$ cat config.mk
export PLATFORM = sky130hd
export DESIGN_NAME = serial_subtractor
export DESIGN_NICKNAME = d
export VERILOG_FILES = /design/src/rtl/serial_sub_pkg.sv /design/src/rtl/full_subtractor.sv /design/src/rtl/serial_subtractor.sv
export SDC_FILE = /design/constraint.sdc
export NUM_CORES = 1
export LEC_CHECK = 0
export ABC_AREA = 0
export BUFFER_PORTS_ARGS = -buffer_cell sky130_fd_sc_hd__clkbuf_2
export CAP_MARGIN = 20
export CORE_ASPECT_RATIO = 0.75
export CORE_MARGIN = 2
export CORE_UTILIZATION = 53
export DETAILED_ROUTE_END_ITERATION = 12
export PLACE_DENSITY = 0.86
export SYNTH_ARGS = -nofsm -noshare
export SYNTH_HDL_FRONTEND = slang
export SYNTH_SLANG_ARGS = --single-unit
$ cat constraint.sdc
create_clock -name i_clk -period 1.4 [get_ports i_clk]
set_input_delay 0.14 -clock i_clk [delete_from_list [all_inputs] [get_ports i_clk]]
set_output_delay 0.14 -clock i_clk [all_outputs]
set_load 0.1 [all_outputs]
$ cat src/rtl/serial_sub_pkg.sv
// Shared types and defaults for the bit-serial subtractor.
package serial_sub_pkg;

  localparam int unsigned DefaultWidth = 8;

  typedef enum logic [1:0] {
    StIdle  = 2'b00,
    StShift = 2'b01,
    StDone  = 2'b10
  } state_e;

endpackage

$ cat src/rtl/full_subtractor.sv
// Single-bit full subtractor: i_a - i_b - i_bin.
module full_subtractor (
  input  logic i_a,
  input  logic i_b,
  input  logic i_bin,
  output logic o_diff,
  output logic o_bout
);

  logic w_axb;

  // Difference and borrow-out for one bit position.
  always_comb begin
    w_axb  = i_a ^ i_b;
    o_diff = w_axb ^ i_bin;
    o_bout = (~i_a & i_b) | (~w_axb & i_bin);
  end

endmodule

$ cat src/rtl/serial_subtractor.sv
// Bit-serial unsigned subtractor, LSB first, one bit per clock.
module serial_subtractor
  import serial_sub_pkg::*;
#(
  parameter int unsigned WIDTH = DefaultWidth
) (
  input  logic             i_clk,
  input  logic             i_rst_n,
  input  logic             i_start,
  input  logic [WIDTH-1:0] i_a,
  input  logic [WIDTH-1:0] i_b,
  output logic             o_busy,
  output logic             o_done,
  output logic [WIDTH-1:0] o_diff,
  output logic             o_bout
);

  localparam int unsigned CntW = (WIDTH > 1) ? $clog2(WIDTH) : 1;

  state_e           r_state;
  state_e           w_state_next;
  logic [WIDTH-1:0] r_a_sr;
  logic [WIDTH-1:0] r_b_sr;
  logic [WIDTH-1:0] r_diff_sr;
  logic [WIDTH-1:0] w_diff_shift;
  logic [CntW-1:0]  r_cnt;
  logic             r_brw;
  logic [WIDTH-1:0] r_diff;
  logic             r_bout;
  logic             w_d;
  logic             w_bo;
  logic             w_accept;
  logic             w_last;

  full_subtractor u_cell (
    .i_a    (r_a_sr[0]),
    .i_b    (r_b_sr[0]),
    .i_bin  (r_brw),
    .o_diff (w_d),
    .o_bout (w_bo)
  );

  // State register; reset wins over a simultaneous start.
  always_ff @(posedge i_clk) begin
    if (!i_rst_n) begin
      r_state <= StIdle;
    end else begin
      r_state <= w_state_next;
    end
  end

  // Next-state decode; start is only honoured outside SHIFT.
  always_comb begin
    w_state_next = r_state;
    w_accept     = 1'b0;
    w_last       = (r_state == StShift) && (r_cnt == CntW'(WIDTH - 1));
    unique case (r_state)
      StIdle: begin
        if (i_start) begin
          w_state_next = StShift;
          w_accept     = 1'b1;
        end
      end
      StShift: begin
        if (w_last) begin
          w_state_next = StDone;
        end
      end
      StDone: begin
        if (i_start) begin
          w_state_next = StShift;
          w_accept     = 1'b1;
        end else begin
          w_state_next = StIdle;
        end
      end
      default: w_state_next = StIdle;
    endcase
  end

  // New difference bit enters at the MSB so bit 0 ends at the LSB after WIDTH shifts.
  always_comb begin
    w_diff_shift = (r_diff_sr >> 1) | (WIDTH'(w_d) << (WIDTH - 1));
  end

  // Datapath: operand capture, serial shifting and result registers.
  always_ff @(posedge i_clk) begin
    if (!i_rst_n) begin
      r_a_sr    <= '0;
      r_b_sr    <= '0;
      r_diff_sr <= '0;
      r_cnt     <= '0;
      r_brw     <= 1'b0;
      r_diff    <= '0;
      r_bout    <= 1'b0;
    end else if (w_accept) begin
      r_a_sr    <= i_a;
      r_b_sr    <= i_b;
      r_diff_sr <= '0;
      r_cnt     <= '0;
      r_brw     <= 1'b0;
    end else if (r_state == StShift) begin
      r_a_sr    <= r_a_sr >> 1;
      r_b_sr    <= r_b_sr >> 1;
      r_diff_sr <= w_diff_shift;
      r_brw     <= w_bo;
      r_cnt     <= r_cnt + 1'b1;
      if (w_last) begin
        r_diff <= w_diff_shift;
        r_bout <= w_bo;
      end
    end
  end

  assign o_busy = (r_state == StShift);
  assign o_done = (r_state == StDone);
  assign o_diff = r_diff;
  assign o_bout = r_bout;

endmodule

Yosys cells after proc, flatten, opt, wreduce, memory -nomap -nowiden --
Index checks and enable logic that the tools add are counted. Widths: inputs -> output; s select.
Word-level totals: register bits 39, latch bits 0, bits in writable memories 0, bits in read-only memories 0, input bits 19, output and inout bits 11, word-level logic and storage cells 41, memories 0
Operators by class: add/sub/neg operators 1, multiply operators 0, divide/modulo/power cells 0, order comparisons 0, equality and inequality tests 5, shift-type cells 0, muxes and demuxes 10, bitwise logic cells 10, reductions and logical operators 7
Operators with widths (count):
- $mux 8 | 4
- $or 7x8->8 | 1
- $pmux 2 s3 | 1
- $mux 2 | 2
- $not 1->1 | 4
- $reduce_or 2->1 | 2
- $add 3x1->3 const B | 1
- $eq 3x3->1 const B | 1
- $mux 1 | 3
- $reduce_and 3->1 | 1
- $and 1x1->1 | 2
- $eq 2x1->1 const B | 1
- $eq 2x2->1 const B | 1
- $logic_not 2->1 | 1
- $ne 2x1->1 const B | 1
- $ne 2x2->1 const B | 1
- $reduce_and 2->1 | 1
- $reduce_bool 2->1 | 1
- $xor 1x1->1 | 2
- $logic_and 1x1->1 | 1
- $or 1x1->1 | 1

Depth between registers and ports, before layout --
Gate-level depths: netlist of the first run.
depth after elaboration 5, gate-level depth with buffers 6, mapped depth without buffers 5

Modules after synthesis --
Synthesis of the first run repeated with hierarchy kept, for this count alone.
Unflattened totals: cells, all modules 178, area, all modules 1536.5 µm²
By module, submodules not included:
- serial_subtractor | instances 1, cells each 174, area an instance 1505.2 µm², seq. area each 760.7 µm²
- full_subtractor | instances 1, cells each 4, area an instance 31.3 µm², seq. area each 0.0 µm²

Worst setup path after synthesis of the first run --
Ideal clock, no wire load.
kind register -> output, start reg r_state[0], end out o_done, data arrival time 1.664 ns, data required time 1.260 ns, path slack -0.404 ns, cell stages (with the launch flop) 2, buffers on the path 0, cell sequence dfxtp_1 -> nor2b_1
Between the ends: cells in the longest elaborated chain, start to end 1
RTL lines:
- start: declaration | line serial_subtractor.sv:20 | state_e r_state;
- start signal: assignment | line serial_subtractor.sv:46 | r_state <= StIdle;
- start signal: assignment | line serial_subtractor.sv:48 | r_state <= w_state_next;
- $eq 2x2->1 | line serial_subtractor.sv:116 | assign o_done = (r_state == StDone);
- end: declaration | line serial_subtractor.sv:13 | output logic o_done,
No other way between the ends.

Final worst setup path of the first run --
start reg r_state[1], end reg r_b_sr[0]
Between the ends: cells in the longest elaborated chain, start to end 4, elaborated cells on any way between the ends 7, classes of those cells 2 x eq/ne; 2 x mux; 3 x reduce/logical
RTL lines:
- $eq 2x2->1 or $logic_not 2->1 (tied branches) | line serial_subtractor.sv:57 | unique case (r_state)
- $reduce_or 2->1 (no line)
- $mux 1
- $mux 8 or $reduce_bool 2->1 (tied branches)
- end signal: assignment | line serial_subtractor.sv:98 | r_b_sr <= i_b;
- end signal: assignment | line serial_subtractor.sv:104 | r_b_sr <= r_b_sr >> 1;
- end: declaration | line serial_subtractor.sv:23 | logic [WIDTH-1:0] r_b_sr;
Parallel ways exist; a longest one is shown, timed or not. A chain may end at the register's enable or synchronous reset.

==> metrics list, run 1 <==
* Per-instance average area after synthesis: 8.63 sq um
- CP Data Arrival Time: 1.52 ns
* Insertion delay to the later sink of the worst-skew pair: 0.29 ns
* Wirelength per Cell: 13.7 microns
* Overall die height: 50.2 microns
* Row count: 16
- In this run the tool buffered the top-level ports with 29 buffer cells.
* Tmin final: 1.30 ns
- 30 I/O pins were placed.
* DP HPWL: 2090 microns
* CTS H-Tree Depth: 2
- Dividing the final minimum period by the clock period gives 93.1%.
* Compound-gate portion of the synthesized area: 17.6%
* Total congestion overflow after global routing: 0
* Simple-gate share of the synthesized area: 20.9%
* Areal power density over the cells: 1310 nW/um^2
- After clock tree synthesis, the clock-pin slew on the worst setup and hold paths is 0.07 ns.
* Bufs on Longest Clock Path: 2
- Across all layers, the routed design uses 1,328 vias.
- Hold Path Class: in2reg
- The number of antenna violations at the first check in global routing was 0.
- Cell type contributing the most total cell area after synthesis: sky130_fd_sc_hd__dfxtp_1
- Of all nets on the critical path, the largest fanout is 26.
* Most used cells in the layout excluding fill and tap cells: 38 x sky130_fd_sc_hd__nand2_1, 37 x sky130_fd_sc_hd__dfxtp_1, 27 x sky130_fd_sc_hd__clkbuf_2, 23 x sky130_fd_sc_hd__a21oi_1, 14 x sky130_fd_sc_hd__nor3_1
- Across the run, the number of max-cap violations was 0.
- TritonCTS built the clock tree.
* Floorplan die width: 65.6 microns
- Dominant cells by area after synthesis: sky130_fd_sc_hd__dfxtp_1 50%, sky130_fd_sc_hd__nand2_1 9.4%, sky130_fd_sc_hd__a21oi_1 7.6%
- Drt first-iter violations: 118
* Final hold vios: 0
- Cell area after layout: 1820 sq um
- DRC violations left: 0
- The area growth from synthesis to layout is 20.7%.
* Share of synthesized area spent on multiplexers: 0%
* Inserted Diodes: 0
- At the worst endpoint, the required time is 1.62 ns.
* Maximum number of pins on one net before global-route repair: 37
- Slew at the pin closest to its max-slew limit: 0.638 ns
* Proportion of synthesized chip area in sequential cells: 50.4%
* Max Freq: 767 MHz
- For this design, the sink count on the clock tree is 38.
* CP Capture Type: flip-flop
- Power consumption: 2380 uW
- After Yosys synthesis, full adders, half adders and majority gates account for 2.98% of the synthesized area.
* Setup TNS: 0 ns
- VDD sags by at most 0.744 mV.
* Number of synthesized register bits: 38
- By area, the combinational part of the netlist is dominated by simple AND/OR/NAND/NOR gates.
- YS warnings: 0
* Number of global-route vias before repair: 1,227
* Clock skew after layout: 0.00742 ns
* Reg2reg setup slack: 0.1 ns
- Drt total wl: 3290 microns
- Summing every instance area after synthesis gives 1510 sq um.
- Most common library cell in the layout ignoring fill and taps: sky130_fd_sc_hd__nand2_1
* Area share of xor/xnor cells in the synthesized design: 0.580%
- Number of nets still failing antenna checks after routing: 0
* Fraction of post-synthesis cell area in the top cell type by area: 50.4%
* Area of placed instances: 1660 sq um
- Worst slew slack as a fraction of its limit: 57.4%
* Effective utilization at floorplan: 56.7%
- The die covers 3300 sq um.
- Count of TritonRoute iterations in the first routing pass: 4
- Number of nets in the synthesized netlist: 197
- At the end of the flow, the number of nets in the layout was 226.
- Clock Root Buffer: sky130_fd_sc_hd__clkbuf_8
- STA classifies the critical path startpoint as a flip-flop.
- Setup-failing EPs final: 0
* Post-synth cell types: 26
- Leakage power of the design: 0.000697 uW
- Number of buffers added by the clock tree synthesis step: 5
- Outcome: completed
- Setup repair after global routing missed its margin: false
- Area of the placeable core: 2660 sq um
- After clock tree synthesis, the flow added hold-fix buffers numbering 0.
- Detail-routed via count per cell: 5.53
- In the synthesized netlist, the number of instances is 175.
- Overall routing resource usage: 22.6%
- The worst setup path is of the reg2reg kind.
- Count of pins over their slew limit: 0
- Global placement routability congestion: 0.769
- The first global-routing pass estimated 5600 microns of wire.
- In the final layout, the share of cells above drive strength 1 is 24.0%.
## synthesized netlist by cell type
cell                       number
sky130_fd_sc_hd__dfxtp_1       38
sky130_fd_sc_hd__nand2_1       38
sky130_fd_sc_hd__a21oi_1       23
sky130_fd_sc_hd__nor3_1        14
sky130_fd_sc_hd__nand3_1       11
sky130_fd_sc_hd__o22ai_1        7
sky130_fd_sc_hd__a31oi_1        4
sky130_fd_sc_hd__buf_2          4
sky130_fd_sc_hd__buf_6          4
sky130_fd_sc_hd__nor2_1         4
sky130_fd_sc_hd__a22oi_1        3
sky130_fd_sc_hd__buf_4          3
sky130_fd_sc_hd__inv_1          3
sky130_fd_sc_hd__o21ai_0        3
sky130_fd_sc_hd__clkbuf_1       2
sky130_fd_sc_hd__ha_1           2
sky130_fd_sc_hd__nand2b_1       2
sky130_fd_sc_hd__nor2b_1        2
sky130_fd_sc_hd__a211oi_2       1
sky130_fd_sc_hd__a311oi_2       1
sky130_fd_sc_hd__fa_1           1
sky130_fd_sc_hd__inv_6          1
sky130_fd_sc_hd__nand3b_1       1
sky130_fd_sc_hd__o21a_1         1
sky130_fd_sc_hd__o221ai_1       1
sky130_fd_sc_hd__xnor2_1        1
## report_power, final
group	internal, uW	switching (uW)
clock	570	367
sequential	1130	30.7
combinational	110	171
total	1810	569
## per-layer routing
metal  wire, microns  vias to the layer above  global-route usage (%)
met2            1500                       42                    33.7
li1                -                      664                       -
met4              74                        0                    8.68
met3             213                        9                    8.97
met1            1500                      613                    29.3
met5               0                        -                       0
## state kept, by name, indices dropped and copies added, names as in the netlist
name and cells:
r_diff_sr 7, r_cnt 3, r_a_sr 8, o_diff 8, r_b_sr 8, r_state 2
o_bout 1, r_brw 1
## final timing paths
| check | depth (start not counted) | startpoint | end |
|---|---|---|---|
| worst max-delay path | 4 | r_state[1] | r_b_sr[0] |
| worst min-delay path | 3 | i_a[7] | r_a_sr[7] |
| worst max register to register | 4 | r_state[1] | r_b_sr[0] |
| worst min register to register | 2 | r_a_sr[7] | r_a_sr[7] |
## logic make-up (layout without fill, tap and decap cells)
kind of cell | count (synthesis) | count (layout)
compound gates | 44 | 44
fa+ha+maj | 3 | 3
buf+inv | 17 | 46
simple gates | 72 | 72
xor+xnor | 1 | 1
flops | 38 | 38
## final cells by class
type,instances,area (sq um)
Multi-Input combinational cell,120,657
Fill cell,192,840
Inverter,4,31.3
Clock inverter,1,30.0
Clock buffer,6,82.6
Tap cell,36,45.0
Timing Repair Buffer,35,215
Sequential cell,38,762
## through the flow
step | cells | worst slack (ns) | utilization (%) | hold slack, ns
after global routing | 240 | 0.0139 | 68.5 | 0.0711
after CTS | 240 | 0.0362 | 68.4 | 0.0708
after detailed placement | 232 | -0.0222 | 62.5 | 0.374
final | 240 | 0.0960 | 68.5 | 0.0724
after floorplan | 175 | 0.0341 | - | 0.273
after global placement | 232 | 0.0953 | 62.5 | 0.363
## critical path: stages, from the launching register on
cell	delay (ns)
sky130_fd_sc_hd__dfxtp_1	0.36
sky130_fd_sc_hd__nand2b_4	0.21
sky130_fd_sc_hd__buf_4	0.31
sky130_fd_sc_hd__o221ai_1	0.17
sky130_fd_sc_hd__a31oi_1	0.18
## repair_timing
| item | CTS | global route |
|---|---|---|
| gates resized for setup | 5 | 3 |
| pin swaps | 1 | 0 |
| endpoints found under the setup margin | 9 | 9 |
| setup buffers | 1 | 0 |
Note: power is estimated with default switching activity, not from simulation.
==> run 2: changes to the inputs <==
Settings changed: CORE_MARGIN 2 to not set.
==> metrics list, run 2 (synthesis gave the netlist of run 1 again) <==
* Count of TritonRoute iterations in the first routing pass: 5
- Clock tree from TritonCTS: yes
- Cell area after layout: 1850 sq um
- Reg2reg setup slack: 0.12 ns
- Max cap viols: 0
- Area of the placeable core: 2660 sq um
* Cell count of the worst reg-to-reg path: 5
* Overall die height: 48.2 microns
- Clock Root Buffer: sky130_fd_sc_hd__clkbuf_8
* # hold bufs at CTS: 0
- The library cell used most frequently in the layout, excluding fill and tap cells, is sky130_fd_sc_hd__nand2_1.
* First-pass GRT wire length: 5150 microns
* Insertion delay to the later sink of the worst-skew pair: 0.28 ns
- Setup repair after global routing left no endpoint under its margin.
- Final hold vios: 0
- WP data required: 1.26 ns
- Clock skew after layout: 0.00701 ns
- Once placement completed, the tool counted placed cells totaling 234.
- Number of antenna violations at the first check in global routing: 0
- Entering global routing, the biggest net connects 22 pins.
- Areal power density over the cells: 1250 nW/um^2
- After clock tree synthesis, the clock-pin slew on the worst setup and hold paths is 0.07 ns.
- Share of post-route cells with drive strength above 1: 25.4%
- The detailed router finished its first iteration with 90 violations.
- Final instance count without filler cells: 245
* DR vias: 1,362
- After floorplanning, the core was divided into 16 placement rows.
- Slew at the pin closest to its max-slew limit: 0.550 ns
- Critical path launch point type: flip-flop
- Core utilization of the finished layout: 69.6%
- Detail-routed via count per cell: 5.56
- CP Capture Type: output port
- Maximum fanout along the worst path: 18
- Once the floorplan was initialized, standard cells occupied 56.7% of the core.
- The worst hold path belongs to the class in2reg.
- TritonCTS sink count: 38
- Number of global-route vias before repair: 1,162
- The clock passes through at most 2 buffers.
- Tmin final: 1.33 ns
- For hold timing, the worst endpoint is r_a_sr[7].
- The detail route stage leaves a number of antenna-violating nets equal to 0.
* Wirelength per Cell: 13.5 microns
- Most used cells in the layout excluding fill and tap cells: 38 x sky130_fd_sc_hd__nand2_1, 37 x sky130_fd_sc_hd__dfxtp_1, 27 x sky130_fd_sc_hd__clkbuf_2, 23 x sky130_fd_sc_hd__a21oi_1, 14 x sky130_fd_sc_hd__nor3_1
- The congestion estimate from routability-driven global placement came to 0.811.
- Number of buffers added by the clock tree synthesis step: 5
- CP Data Arrival Time: 1.19 ns
- For this block, the routed nets add up to 3300 microns of wire.
- The design draws 2320 uW.
- Setup TNS: 0 ns
- Inserted Diodes: 0
- Total congestion overflow after global routing: 0
- Max Freq: 751 MHz
* Worst Path Class, Setup: reg2out
- 30 I/O pins were placed.
* Worst slew slack as a fraction of its limit: 63.5%
- Leakage power of the design: 0.000724 uW
* Area delta synth->final: 22.7%
- The wire-length estimate of the detail-placed layout is 2160 microns.
* Maximum vdd drop: 0.803 mV
- The endpoint identified for the worst register-to-register timing path is o_bout.
* Count of pins over their slew limit: 0
- For this run, the post-layout net count is 230.
* Die area: 3070 sq um
- Overall routing resource usage: 22.6%
- For this run, design rule violations remaining after detail routing come to 0.
- The startpoint identified for the worst hold timing path is i_a[7].
- The worst hold path was traced through 3 stages.
- Setup-failing EPs final: 0
* Launching point of the worst reg2reg path: r_cnt[0]
- Floorplan die width: 63.6 microns
- Outcome: completed
* Port Buf Inserts: 29
* CTS H-Tree Depth: 2
- Once placement finished, the instance area stood at 1680 sq um.
- Of the available clock period, the critical path in the final layout requires 95.1%.
-- run 2: layout make-up --
cell class / instances / area, sq um
clock buffers: 8 / 110
fillers: 200 / 810
inverters: 4 / 41.3
multi-input cells: 120 / 644
flip-flops and latches: 38 / 762
well taps: 36 / 45.0
repair buffers: 38 / 241
repair inverters: 1 / 8.76
-- run 2: how the worst max path moves through the flow --
stage | startpoint | slack [ns] | endpoint
floorplan | o_bout | 0.03 | o_bout
global placement | r_cnt[0] | 0.13 | o_diff[3]
detailed placement | r_state[0] | 0.09 | o_bout
CTS | r_state[0] | 0.04 | o_busy
global route | r_state[1] | 0.03 | o_busy
finish | r_state[1] | 0.07 | o_busy
-- run 2: critical path, stage by stage (launching register included) --
cell                        delay (ns)
sky130_fd_sc_hd__dfxtp_1          0.33
sky130_fd_sc_hd__nand2b_4         0.16
sky130_fd_sc_hd__bufinv_16        0.24
sky130_fd_sc_hd__buf_16           0.18
-- run 2: metrics by stage --
| step | hold WS, ns | worst slack, ns |
|---|---|---|
| floorplan | 0.273 | 0.0341 |
| global placement | 0.362 | 0.132 |
| detailed placement | 0.370 | 0.0884 |
| CTS | 0.0735 | 0.0421 |
| global route | 0.0826 | 0.0303 |
| finish | 0.0828 | 0.0682 |
-- run 2: repair_timing --
action,4_1_cts,5_1_grt
endpoints found under the setup margin,1,8
resized for setup,5,2
buffers inserted,0,2
pin swaps,0,0
gates cloned,1,0
-- run 2: layer usage --
metal / up-vias / routed length [microns] / share of wire (%) / track usage (%)
li1: 670 / - / - / -
met1: 639 / 1420 / 43 / 27.3
met2: 51 / 1630 / 49 / 40.0
met3: 2 / 230 / 7.0 / 5.61
met4: 0 / 21 / 0.64 / 10.0
met5: - / 0 / 0 / 0
-- run 2: power breakdown --
part / internal, uW / switching (uW) / leakage (uW) / total, uW
registers: 1130 / 29.6 / 0.000310 / 1160
logic: 131 / 174 / 0.000356 / 305
clock network: 497 / 354 / 0.0000575 / 851
